File: config.mk
export PLATFORM = sky130hd
export DESIGN_NAME = cronometro_ctrl
export DESIGN_NICKNAME = d
export VERILOG_FILES = /design/src/rtl/cronometro_ctrl.sv
export SDC_FILE = /design/constraint.sdc
export NUM_CORES = 1
export LEC_CHECK = 0
export CAP_MARGIN = 15
export CORE_MARGIN = 1
export CORE_UTILIZATION = 60
export DETAILED_ROUTE_END_ITERATION = 8
export PLACE_DENSITY_LB_ADDON = 0.15
export SLEW_MARGIN = 20
export SYNTH_ARGS = -nofsm -noshare
export SYNTH_HDL_FRONTEND = slang
export SYNTH_SLANG_ARGS = --single-unit
File: constraint.sdc
create_clock -name clk -period 6.5 [get_ports clk]
set_input_delay 1.3 -clock clk [delete_from_list [all_inputs] [get_ports clk]]
set_output_delay 1.3 -clock clk [all_outputs]
set_load 0.1 [all_outputs]
File: src/rtl/cronometro_ctrl.sv
// Stopwatch controller: button conditioning, control FSM, centisecond time base and
// min/sec/cs counters with lap freeze and sticky overflow.
module cronometro_ctrl #(
   parameter int unsigned TICK_DIV   = 500000,
   parameter int unsigned DEB_CYCLES = 1000,
   parameter int unsigned MAX_MIN    = 59,
   parameter int unsigned MIN_W      = 8
) (
   input  logic             clk,
   input  logic             reset,
   input  logic             conta,
   input  logic             pausa,
   input  logic             para,
   input  logic             volta,
   output logic [2:0]       estado,
   output logic [6:0]       disp_cs,
   output logic [5:0]       disp_s,
   output logic [MIN_W-1:0] disp_m,
   output logic             lap_valid,
   output logic             overflow
);

   localparam int unsigned DW = $clog2(DEB_CYCLES + 1);
   localparam int unsigned PW = $clog2(TICK_DIV);

   typedef enum logic [2:0] {
      StInicio = 3'd0,
      StContar = 3'd1,
      StPausar = 3'd2,
      StParar  = 3'd3,
      StVolta  = 3'd4
   } state_e;

   // Button index: 0 para, 1 pausa, 2 volta, 3 conta (also the priority order).
   logic [3:0]    btn_raw;
   logic [3:0]    sync1_q, sync2_q, deb_q, deb_d, press_q;
   logic [DW-1:0] deb_cnt_q [4];
   logic [DW-1:0] deb_cnt_d [4];

   assign btn_raw = {conta, volta, pausa, para};

   always_comb begin
      for (int b = 0; b < 4; b++) begin
         deb_d[b]     = deb_q[b];
         deb_cnt_d[b] = '0;
         if (sync2_q[b] != deb_q[b]) begin
            if (deb_cnt_q[b] == DW'(DEB_CYCLES - 1)) deb_d[b] = sync2_q[b];
            else deb_cnt_d[b] = deb_cnt_q[b] + DW'(1);
         end
      end
   end

   always_ff @(posedge clk) begin
      if (!reset) begin
         sync1_q <= '1;
         sync2_q <= '1;
         deb_q   <= '1;
         press_q <= '0;
         for (int b = 0; b < 4; b++) deb_cnt_q[b] <= '0;
      end else begin
         sync1_q <= btn_raw;
         sync2_q <= sync1_q;
         deb_q   <= deb_d;
         press_q <= deb_q & ~deb_d;
         for (int b = 0; b < 4; b++) deb_cnt_q[b] <= deb_cnt_d[b];
      end
   end

   logic go_para, go_pausa, go_volta, go_conta;

   assign go_para  = press_q[0];
   assign go_pausa = press_q[1] & ~press_q[0];
   assign go_volta = press_q[2] & ~|press_q[1:0];
   assign go_conta = press_q[3] & ~|press_q[2:0];

   state_e            state_q, state_d;
   logic              lap_latch, restart, running, tick;
   logic [PW-1:0]     presc_q, presc_d;
   logic [6:0]        cs_q, cs_d, lap_cs_q, lap_cs_d;
   logic [5:0]        s_q, s_d, lap_s_q, lap_s_d;
   logic [MIN_W-1:0]  m_q, m_d, lap_m_q, lap_m_d;
   logic              ovf_q, ovf_d;

   always_comb begin
      state_d   = state_q;
      lap_latch = 1'b0;
      restart   = 1'b0;
      unique case (state_q)
         StInicio: if (go_conta) state_d = StContar;
         StContar: begin
            if (go_para) state_d = StParar;
            else if (go_pausa) state_d = StPausar;
            else if (go_volta) begin
               state_d   = StVolta;
               lap_latch = 1'b1;
            end
         end
         StVolta: begin
            if (go_para) state_d = StParar;
            else if (go_pausa) state_d = StPausar;
            else if (go_volta) state_d = StContar;
         end
         StPausar: begin
            if (go_para) state_d = StParar;
            else if (go_conta) state_d = StContar;
         end
         StParar: begin
            if (go_conta) begin
               state_d = StContar;
               restart = 1'b1;
            end
         end
         default: state_d = StInicio;
      endcase
   end

   assign running = (state_q == StContar) || (state_q == StVolta);
   assign tick    = running && (presc_q == PW'(TICK_DIV - 1));

   always_comb begin
      presc_d = presc_q;
      cs_d    = cs_q;
      s_d     = s_q;
      m_d     = m_q;
      ovf_d   = ovf_q;
      if (restart) begin
         presc_d = '0;
         cs_d    = '0;
         s_d     = '0;
         m_d     = '0;
         ovf_d   = 1'b0;
      end else if (tick) begin
         presc_d = '0;
         if (cs_q == 7'd99) begin
            cs_d = '0;
            if (s_q == 6'd59) begin
               s_d = '0;
               if (m_q == MIN_W'(MAX_MIN)) begin
                  m_d   = '0;
                  ovf_d = 1'b1;
               end else begin
                  m_d = m_q + MIN_W'(1);
               end
            end else begin
               s_d = s_q + 6'd1;
            end
         end else begin
            cs_d = cs_q + 7'd1;
         end
      end else if (running) begin
         presc_d = presc_q + PW'(1);
      end
   end

   // Lap captures the value before any coincident tick increment.
   assign lap_cs_d = lap_latch ? cs_q : lap_cs_q;
   assign lap_s_d  = lap_latch ? s_q  : lap_s_q;
   assign lap_m_d  = lap_latch ? m_q  : lap_m_q;

   always_ff @(posedge clk) begin
      if (!reset) begin
         state_q   <= StInicio;
         presc_q   <= '0;
         cs_q      <= '0;
         s_q       <= '0;
         m_q       <= '0;
         ovf_q     <= 1'b0;
         lap_cs_q  <= '0;
         lap_s_q   <= '0;
         lap_m_q   <= '0;
         lap_valid <= 1'b0;
         disp_cs   <= '0;
         disp_s    <= '0;
         disp_m    <= '0;
      end else begin
         state_q   <= state_d;
         presc_q   <= presc_d;
         cs_q      <= cs_d;
         s_q       <= s_d;
         m_q       <= m_d;
         ovf_q     <= ovf_d;
         lap_cs_q  <= lap_cs_d;
         lap_s_q   <= lap_s_d;
         lap_m_q   <= lap_m_d;
         lap_valid <= (state_d == StVolta);
         if (state_d == StVolta) begin
            disp_cs <= lap_cs_d;
            disp_s  <= lap_s_d;
            disp_m  <= lap_m_d;
         end else begin
            disp_cs <= cs_q;
            disp_s  <= s_q;
            disp_m  <= m_q;
         end
      end
   end

   assign estado   = state_q;
   assign overflow = ovf_q;

endmodule

==> summary.md <==
| Metric | Value |
|---|---|
| Setup TNS | 0 ps |
| Post-cts sizing count | 0 |
| Initial Utilization | 0.628 |
| CTS tree | yes |
| Max FO, Critical Path | 10 |
| WHS | 407 ps |
| Crit Path Class | reg2out |
| CP Data Arrival Time | ~2200 ps |
| Worst path bufs/invs | 1 |
| Crit. End Element | primary output |
| CTS Root Cell | clkbuf_8 |
| Ratio of cells with drive above 1 in the final layout | 0.0581 |
| Input/output buffers | 31 |
| Average instance area after synthesis | around 8.8 um^2 |
| Area share of the largest cell type after synthesis | 0.487 |
| Critical path's largest stage delay | 1210 ps |
| Cell count after synthesis | around 670 |
| Clk_lat worst skew | about 500 ps |
| Met3 WL post-DR | approximately 330 um |
| Max IR drop VDD | between 0.2 and 0.25 mV |
| RR Startpoint | presc_q[0] |
| DIE HEIGHT | just over 100 um |
| Gr ovfl total | 0 |
| R2R Setup Slk | roughly 4000 ps |
| RSZ-0062 raised after global routing | false |
| Initial DRC Count | 221 |
| CTS buffer count | 17 |
| Clk pin slew, worst setup/hold paths | about 60 ps |
| FF-to-FF path depth | 6 |
| Post-synthesis sequential area ratio | 0.487 |
| Post-Syn Area | about 5900 um^2 |
| Post-DP HPWL | roughly 7100 um |
| Min Tclk post-route | approximately 3500 ps |
| Critical path's top delay family | buffers and inverters |
| Die ar. | ~10000 um^2 |
| Worst Hold Class | reg2reg |
| Period Utilization, post-route | 0.541 |
| I/O pins | 32 |
| Num Clock Sinks | around 140 |
| Vias per inst | approximately 5.4 |
| EDFF count, synth | 0 |
| Pwr Total | approximately 1.9 mW |
| CP max stage cell | clkdlybuf4s50_1 |
| Pins Over Slew Limit | 0 |
| Crit-path cells | clkdlybuf4s50_1 |
| Pin count of the biggest net entering global routing | 68 |
| Met1 Wirelength | around 5400 um |
| Setup bufs post-CTS | 0 |
| Post-synthesis cell type count | between 50 and 60 |
| Placer Congestion | 0.855 |
| Place WS | 3480 ps |
| Initial antenna violation count | 0 |
| WL per Instance | 13.2 um |
| H-tree levels | 4 |
| Cell Pwr Density | approximately 270 nW/um^2 |
| Core area | roughly 9400 um^2 |
| P_leak | ~2.4 nW |
| FF+latch count, synth | 143 |
| Max_slew headroom | 0.295 |
| Post-synth top area cell | dfxtp_1 |
| Final worst slack | slightly below 3000 ps |
| Syn. warnings | 0 |
| Fmax | around 0.28 GHz |
| CP required | 5200 ps |
| Hold Path Depth | 1 |
| Area Growth Syn to Fin | 16.3% |
| First-pass GRT wire length | around 19000 um |
| Outcome | complete, no violations |
| Async set-reset flop share out of synthesis | 0 |
| Final setup skew | slightly below 10 ps |
| Number of global-route vias before repair | between 4000 and 5000 |
| Die width | ~100 um |
| Hold EP | sync2_q[0] |
| Hold-fix buffer count after cts | 0 |
| Utilization after layout | 0.730 |
| Top FF cell, synth | dfxtp_1 |
| Startpoint types | flop |
| Row count | 35 |
| Max Cap Viol | 0 |
| Top Metal Used | met4 |
| Total Wirelength | about 11000 um |
| ANT nets after route | 0 |
| Pre-antenna DRT Iters | 5 |
| GRT Total Usage | 0.235 |
| Vias | 4549 |
| Final setup fails | 0 |
| Hold Violations, Final | 0 |
| Final #Nets | 708 |
| Slew @ Worst Pin | roughly 1000 ps |
| Top cells by area, synth | dfxtp_1 (49%), nand2_1 (7.9%), a21boi_0 (5.5%) |
| DR WL met2 | between 5000 and 6000 um |
| Hold Startpoint | sync1_q[0] |
| # DRC | 0 |
| Post-Syn Nets | 680 |
| Max clock buf depth | 2 |
| Reg2reg end | m_q[6] |
| Number of diodes | 0 |
## per-stage QoR
stage | instances | instance area [um^2]
2_1_floorplan | 666 | 5880
3_3_place_gp | 804 | 6240
3_5_place_dp | 804 | 6240
4_1_cts | 835 | 6830
5_1_grt | 835 | 6840
6_report | 835 | 6840
## synthesized netlist by cell type, types with 2 or more instances
cell type and n:
xor2_1 35, nand3_1 32, o211ai_1 7, a311oi_1 2
nor2_1 80, nor3_1 5, nor4_1 2, nor3b_1 3
or4_1 4, buf_6 3, nand3b_1 3, clkbuf_1 16
o21ai_0 9, inv_1 8, a21oi_1 14, mux2i_1 6
a21boi_0 43, buf_2 2, and3_2 3, and4_1 2
or3_1 6, nor2b_1 7, nand2b_1 9, and3_1 22
nand2_1 124, xnor2_1 21, nand4_1 15, nand4b_1 2
nor4b_1 3, dfxtp_1 143, ha_1 8, and2_1 4
o31ai_1 5
## final cells by class
cell class	count	area (um^2)
timing repair buffer	32	313
inverter	8	30.0
clock inverter	12	161
sequential	143	2860
multi-input combinational	492	2880
fill	734	2530
tap	129	161
clock buffer	19	432
## per-layer routing
| metal | track usage | up-vias |
|---|---|---|
| li1 | - | 2331 |
| met1 | 0.295 | 2135 |
| met2 | 0.396 | 77 |
| met3 | 0.0638 | 6 |
| met4 | 0.0713 | 0 |
| met5 | 0 | - |
## worst max path at each step
stage               from         end  slack, ps  cells past startpoint
3_5_place_dp       reset  presc_q[1]       3480                      5
4_1_cts        estado[2]   estado[2]       2960                      1
5_1_grt        estado[1]   estado[1]       2900                      1
3_3_place_gp       reset  presc_q[1]       3520                      5
6_report       estado[2]   estado[2]       2980                      1
2_1_floorplan  estado[2]      m_q[3]       3630                      7
## logic make-up (layout without fill, tap and decap cells)
| family | Yosys count | count (layout) | share of synthesized area |
|---|---|---|---|
| XOR/XNOR | 56 | 56 | 0.0834 |
| multiplexers | 6 | 6 | 0.0102 |
| buffers and inverters | 31 | 71 | 0.0247 |
| AND/OR/NAND/NOR | 337 | 337 | 0.278 |
| flip-flops | 143 | 143 | 0.487 |
| adder cells (fa/ha/maj) | 8 | 8 | 0.0170 |
| AO/OA/AOI/OAI | 85 | 85 | 0.0998 |
## sequential cells by signal (all words and copies together) (netlist names), 3 cells and up
register	flops
deb_q	4
cs_q	7
disp_cs	7
m_q	8
sync2_q	4
disp_m	8
lap_s_q	6
presc_q	19
s_q	6
press_q	4
lap_cs_q	7
deb_cnt_q	40
disp_s	6
estado	3
lap_m_q	8
sync1_q	4
## power breakdown
group	internal, mW	switching [mW]	total [mW]	leakage (nW)
logic	0.00874	0.0132	0.0219	0.942
registers	0.880	0.00138	0.881	1.15
clock network	0.596	0.361	0.957	0.281
## cell usage in the layout, fill, tap and decap left out, types with 14 or more instances in the layout
| cell type | netlist | routed |
|---|---|---|
| dfxtp_1 | 143 | 143 |
| nand2_1 | 124 | 124 |
| nor2_1 | 80 | 80 |
| a21boi_0 | 43 | 43 |
| xor2_1 | 35 | 35 |
| nand3_1 | 32 | 32 |
| clkdlybuf4s50_1 | 0 | 30 |
| and3_1 | 22 | 22 |
| xnor2_1 | 21 | 21 |
| clkbuf_16 | 0 | 16 |
| nand4_1 | 15 | 15 |
| a21oi_1 | 14 | 14 |
Power figures use the tool's default switching activity.
